--- src/rtl/puneh_mem_bridge_pkg.sv ---
// rtl/puneh_mem_bridge_pkg.sv - shared state encodings and defaults for the PUNEH memory bridge
package puneh_mem_bridge_pkg;

   typedef enum logic [1:0] {
      IDLE = 2'b00,
      WAIT = 2'b01,
      DONE = 2'b10
   } state_t;

   localparam int          ADDR_W_DEF   = 12;
   localparam int          DATA_W_DEF   = 16;
   localparam int          TIMEOUT_DEF  = 15;
   localparam int          CNT_W_DEF    = 4;
   localparam logic [15:0] ERR_DATA_DEF = 16'hFFFF;

endpackage

--- src/rtl/puneh_mem_bridge_wdt_counter.sv ---
// rtl/puneh_mem_bridge_wdt_counter.sv - watchdog counter bounding how long an access may wait for m_ack
module puneh_wdt_counter #(
   parameter int CNT_W = 4
) (
   input  logic             clk,
   input  logic             rst,
   input  logic             clr,
   input  logic             en,
   input  logic [CNT_W-1:0] max,
   output logic             expired
);

   logic [CNT_W-1:0] cnt;

   // Saturates at max so a stray enable can never wrap back below the limit.
   always_ff @(posedge clk or posedge rst) begin
      if (rst) begin
         cnt <= '0;
      end else if (clr) begin
         cnt <= '0;
      end else if (en && !expired) begin
         cnt <= cnt + 1'b1;
      end
   end

   assign expired = (cnt == max);

endmodule

--- src/rtl/puneh_mem_bridge.sv ---
// rtl/puneh_mem_bridge.sv - turns PUNEH readMEM/writeMEM strobes into a req/ack bus access with stall
module puneh_mem_bridge
   import puneh_mem_bridge_pkg::*;
#(
   parameter int                ADDR_W   = ADDR_W_DEF,
   parameter int                DATA_W   = DATA_W_DEF,
   parameter int                TIMEOUT  = TIMEOUT_DEF,
   parameter int                CNT_W    = CNT_W_DEF,
   parameter logic [DATA_W-1:0] ERR_DATA = DATA_W'(ERR_DATA_DEF)
) (
   input  logic              clk,
   input  logic              rst,
   input  logic              readMEM,
   input  logic              writeMEM,
   input  logic [ADDR_W-1:0] addr,
   input  logic [DATA_W-1:0] wdata,
   output logic [DATA_W-1:0] rdata,
   output logic              stall,
   output logic              bus_err,
   output logic              m_req,
   output logic              m_we,
   output logic [ADDR_W-1:0] m_addr,
   output logic [DATA_W-1:0] m_wdata,
   input  logic              m_ack,
   input  logic [DATA_W-1:0] m_rdata
);

   state_t state, state_next;
   logic   start, fin_ack, fin_to, wdt_en, expired;
   logic   to, ovl;

   puneh_wdt_counter #(.CNT_W(CNT_W)) u_wdt (
      .clk     (clk),
      .rst     (rst),
      .clr     (start),
      .en      (wdt_en),
      .max     (CNT_W'(TIMEOUT - 1)),
      .expired (expired)
   );

   always_ff @(posedge clk or posedge rst) begin
      if (rst) begin
         state <= IDLE;
      end else begin
         state <= state_next;
      end
   end

   // An ack that lands on the expiry cycle completes normally rather than aborting.
   always_comb begin
      state_next = state;
      stall      = 1'b0;
      start      = 1'b0;
      fin_ack    = 1'b0;
      fin_to     = 1'b0;
      wdt_en     = 1'b0;
      bus_err    = 1'b0;
      case (state)
         IDLE: begin
            if (readMEM || writeMEM) begin
               stall      = 1'b1;
               start      = 1'b1;
               state_next = WAIT;
            end
         end
         WAIT: begin
            stall  = 1'b1;
            wdt_en = 1'b1;
            if (m_ack) begin
               fin_ack    = 1'b1;
               state_next = DONE;
            end else if (expired) begin
               fin_to     = 1'b1;
               state_next = DONE;
            end
         end
         DONE: begin
            bus_err    = to || ovl;
            state_next = IDLE;
         end
         default: state_next = IDLE;
      endcase
   end

   // Overlapping strobes resolve to a write; the overlap is only reported.
   always_ff @(posedge clk or posedge rst) begin
      if (rst) begin
         m_req   <= 1'b0;
         m_we    <= 1'b0;
         m_addr  <= '0;
         m_wdata <= '0;
         rdata   <= '0;
         to      <= 1'b0;
         ovl     <= 1'b0;
      end else begin
         if (start) begin
            m_req   <= 1'b1;
            m_we    <= writeMEM;
            m_addr  <= addr;
            m_wdata <= wdata;
            ovl     <= readMEM && writeMEM;
         end
         if (fin_ack) begin
            m_req <= 1'b0;
            if (!m_we) begin
               rdata <= m_rdata;
            end
         end
         if (fin_to) begin
            m_req <= 1'b0;
            to    <= 1'b1;
            if (!m_we) begin
               rdata <= ERR_DATA;
            end
         end
         if (state == DONE) begin
            to  <= 1'b0;
            ovl <= 1'b0;
         end
      end
   end

endmodule

--- config.mk ---
export PLATFORM = sky130hd
export DESIGN_NAME = puneh_mem_bridge
export DESIGN_NICKNAME = d
export VERILOG_FILES = /design/src/rtl/puneh_mem_bridge_pkg.sv /design/src/rtl/puneh_mem_bridge_wdt_counter.sv /design/src/rtl/puneh_mem_bridge.sv
export SDC_FILE = /design/constraint.sdc
export NUM_CORES = 1
export LEC_CHECK = 0
export CAP_MARGIN = 20
export CELL_PAD_IN_SITES_DETAIL_PLACEMENT = 2
export CELL_PAD_IN_SITES_GLOBAL_PLACEMENT = 2
export CORE_MARGIN = 10
export CORE_UTILIZATION = 23
export CTS_CLUSTER_DIAMETER = 120
export CTS_CLUSTER_SIZE = 12
export DETAILED_ROUTE_END_ITERATION = 8
export HOLD_SLACK_MARGIN = 0.08
export PLACE_DENSITY_LB_ADDON = 0.1
export SLEW_MARGIN = 15
export SYNTH_ARGS = -nofsm -noshare
export SYNTH_HDL_FRONTEND = slang
export SYNTH_SLANG_ARGS = --single-unit
--- constraint.sdc ---
create_clock -name clk -period 1.6 [get_ports clk]
set_input_delay 0.24 -clock clk [delete_from_list [all_inputs] [get_ports clk]]
set_output_delay 0.24 -clock clk [all_outputs]
set_load 0.05 [all_outputs]
==> results.sh <==
export IMPL_fin_crit_ps=1527
export IMPL_final_area_um2=3552
export IMPL_final_cells=427
export IMPL_drc_errors=0
export IMPL_crit_arrival_ps=1780
export IMPL_cts_path_max_buffers=2
export IMPL_ioPinCount=97
export IMPL_relSlewSlack=0.7510
export IMPL_async_flop_share=1.000
export IMPL_drt_first_pass_iters=3
export IMPL_antenna_found_initial=0
export IMPL_die_h_um=119.7
export IMPL_total_power_mw=8.363
export IMPL_ys_seq_area_frac=0.5911
export IMPL_synthesis_instances=182
export IMPL_synthMuxAreaShare=0.1379
export IMPL_ys_warnings_count=0
export IMPL_vias_per_cell=4.241
export IMPL_floorplan_die_width_um=119.7
export IMPL_wl_per_cell_um=17.07
export IMPL_place_hpwl_mm=5.551
export IMPL_synth_top_family_by_area="simple AND/OR/NAND/NOR gates"
export IMPL_routed_wl_mm=7.287
export IMPL_worstSetupEndpointType="register"
export IMPL_tightest_slew_ps=373.6
export IMPL_cts_buffers_inserted=5
export IMPL_powerDensity_nw_per_um2=2354
export IMPL_worst_clock_skew_ps=9.904
export IMPL_drive_gt1_frac=0.4286
export IMPL_hold_violations=0
export IMPL_placementRows=36
export IMPL_numPortBuffers=96
export IMPL_synth_ff_type="dfrtp_1"
export IMPL_nFillCells=1057
export IMPL_final_nets=344
export IMPL_placed_cell_area_um2=3403
export IMPL_grt_max_degree=29
export IMPL_clk_pin_slew_ps=110
export IMPL_first_iter_violations=61
export IMPL_h_tree_depth=2
export IMPL_p_leak_nw=1.613
export IMPL_place_inst=418
export IMPL_r2r_cells=5
export IMPL_crit_chain="inv_2 -> ha_4 -> nand3_2 -> or4_4 -> nand3_2"
export IMPL_ant_nets=0
export IMPL_clock_fmax_mhz=655.1
export IMPL_synth_xor_area_share=0
export IMPL_maxCapViolCount=0
export IMPL_crit_fanout=8
export IMPL_synth_top_cell_area_share=0.5911
export IMPL_yosysTopAreaCell="dfrtp_1"
export IMPL_synth_most_common_cell="dfrtp_1"
export IMPL_diodes=0
export IMPL_irDropWorstVdd_mv=0.7963
export IMPL_grt_pass1_wl_mm=11.70
export IMPL_synth_compound_area_frac=0.04817
export IMPL_synth_edf_count=0
export IMPL_cp_start_kind="register"
export IMPL_clk_latency_ps=310
export IMPL_status="finished, final reports clean"
export IMPL_required_ps=1860
export IMPL_gp_congestion=0.6505
export IMPL_cts_root_buf="clkbuf_8"
export IMPL_rsz0062_at_grt="no"
export IMPL_die_area_um2=14330
export IMPL_synthSimpleGateAreaFrac=0.1708
export IMPL_synthTopCellsByCount="54 x dfrtp_1, 34 x nand2_1, 28 x mux2_2, 10 x nand3_2, 9 x nand3_1"
export IMPL_cts_tree="built"
export IMPL_avgSynthCellArea_um2=12.56
export IMPL_crit_slowest_cell="or4_4"
export IMPL_hold_class="input pin to asynchronous set/reset pin"
export IMPL_grt_overflow=0
export IMPL_synth_nets=233
export IMPL_period_share=0.9541
export IMPL_postCtsSetupBuffers=0
export IMPL_syn_cell_area_um2=2286
export IMPL_cpPeakStageDelay_ps=610
export IMPL_start_util=0.2350
export IMPL_slew_violations=0
export IMPL_cp_common_cell="nand3_2"
export IMPL_grt_pass1_vias=2048
export IMPL_setup_viol=0
export IMPL_core_um2=9729
export IMPL_cts_sinks=54
export IMPL_ys_types=32
export IMPL_area_growth_syn_to_layout_pct=55.39
export IMPL_yosys_top_cells_area="dfrtp_1 59%, mux2_2 14%, nand2_1 5.6%"
export IMPL_grt_use_total=0.1010
export IMPL_path_class="register to register"
export IMPL_vias=1811
export IMPL_yosys_register_bits=54
export IMPL_yosys_area_share_adder=0.01095
[critical path, delay by kind of cell (launching register included)]
family                     cells  cell delay [ps]
and+or+nand+nor                3              830
DFF                            1              400
adders and majority gates      1              160
buffers and inverters          1               90
[power breakdown]
part	internal, mW	leakage (nW)	switching [mW]
Clock	0.358	0.0478	0.476
Sequential	2.01	0.652	0.381
Combinational	1.88	0.914	3.25
[cell usage in the layout (no fill, tap or decap)]
cell             synthesis  layout
a211oi_1                 1       1
a21boi_0                 1       1
a21oi_1                  3       3
a22o_1                   1       1
a311oi_1                 1       1
a31o_2                   1       1
a41oi_1                  1       1
and3_1                   2       2
buf_12                   1       5
buf_4                    0      60
clkbuf_8                 0       6
clkdlybuf4s50_1          0      48
clkinvlp_4               0       1
dfrtp_1                 54      54
ha_1                     2       1
ha_4                     0       1
inv_2                    0       2
inv_6                    0       1
mux2_2                  28      28
nand2_1                 34      34
nand2b_4                 1       2
nand3_1                  9       8
nand3_2                 10      11
nand4bb_1                1       1
nor2_1                   4       3
nor2_4                   0       1
nor2b_1                  1       1
nor3_1                   5       4
nor3_2                   0       1
nor4bb_2                 0       1
o21a_1                   3       2
o21a_2                   0       1
o21ai_0                  1       1
o21ba_2                  1       1
o31ai_1                  1       1
or2_2                    1       1
or4_4                    1       2
[through the flow]
stage	setup WS, ps	util	setup TNS (ps)	hold slack [ps]
finish	73.40	0.3651	0	311.8
global route	1.882	0.3651	0	335.6
CTS	7.038	0.3629	0	326.5
detailed placement	-55.91	0.3498	-1842	489.2
global placement	-39.77	0.3498	-959.7	481.1
floorplan	1.099	-	0	339.4
[layer usage]
metal / vias up / wire (um) / GRT usage
met5: - / 0 / 0
met4: 0 / 63 / 0.02262
met3: 5 / 430 / 0.03563
met2: 52 / 3624 / 0.1685
met1: 904 / 3169 / 0.1224
li1: 850 / - / -
[cell families after synthesis]
group	after synthesis
and+or+nand+nor	71
muxes	28
DFF	54
buffers and inverters	12
AOI/OAI and AO/OA	15
adders and majority gates	2
[final timing paths]
| kind | startpoint | to | slack [ps] |
|---|---|---|---|
| setup / recovery | u_wdt.cnt[0] | register | 70 |
| hold / removal | rst | m_wdata[11] | 310 |
| setup reg to reg | u_wdt.cnt[0] | register | 70 |
| hold reg to reg | register | register | 510 |
| max in group asynchronous | rst | asynchronous set/reset pin | 1000 |
| min in group clk | m_rdata[11] | rdata[11] | 480 |
[repair_timing]
| item | 4_1_cts | 5_1_grt |
|---|---|---|
| hold buffers | 0 | 0 |
| pin swaps | 3 | 2 |
| cloned | 1 | 0 |
| endpoints found under the setup margin | 14 | 20 |
| resized for setup | 5 | 5 |
| endpoints found under the hold margin | 0 | 0 |
[layout make-up]
cell class	instances	area, um^2	area share
clock buffers	6	82.58	0.02325
clock inverters	2	16.27	0.004579
well taps	133	166.4	0.04685
repair buffers	113	1031	0.2902
multi-input cells	117	897.1	0.2526
inverters	2	7.507	0.002113
flip-flops and latches	54	1351	0.3804
Power figures use the tool's default switching activity.
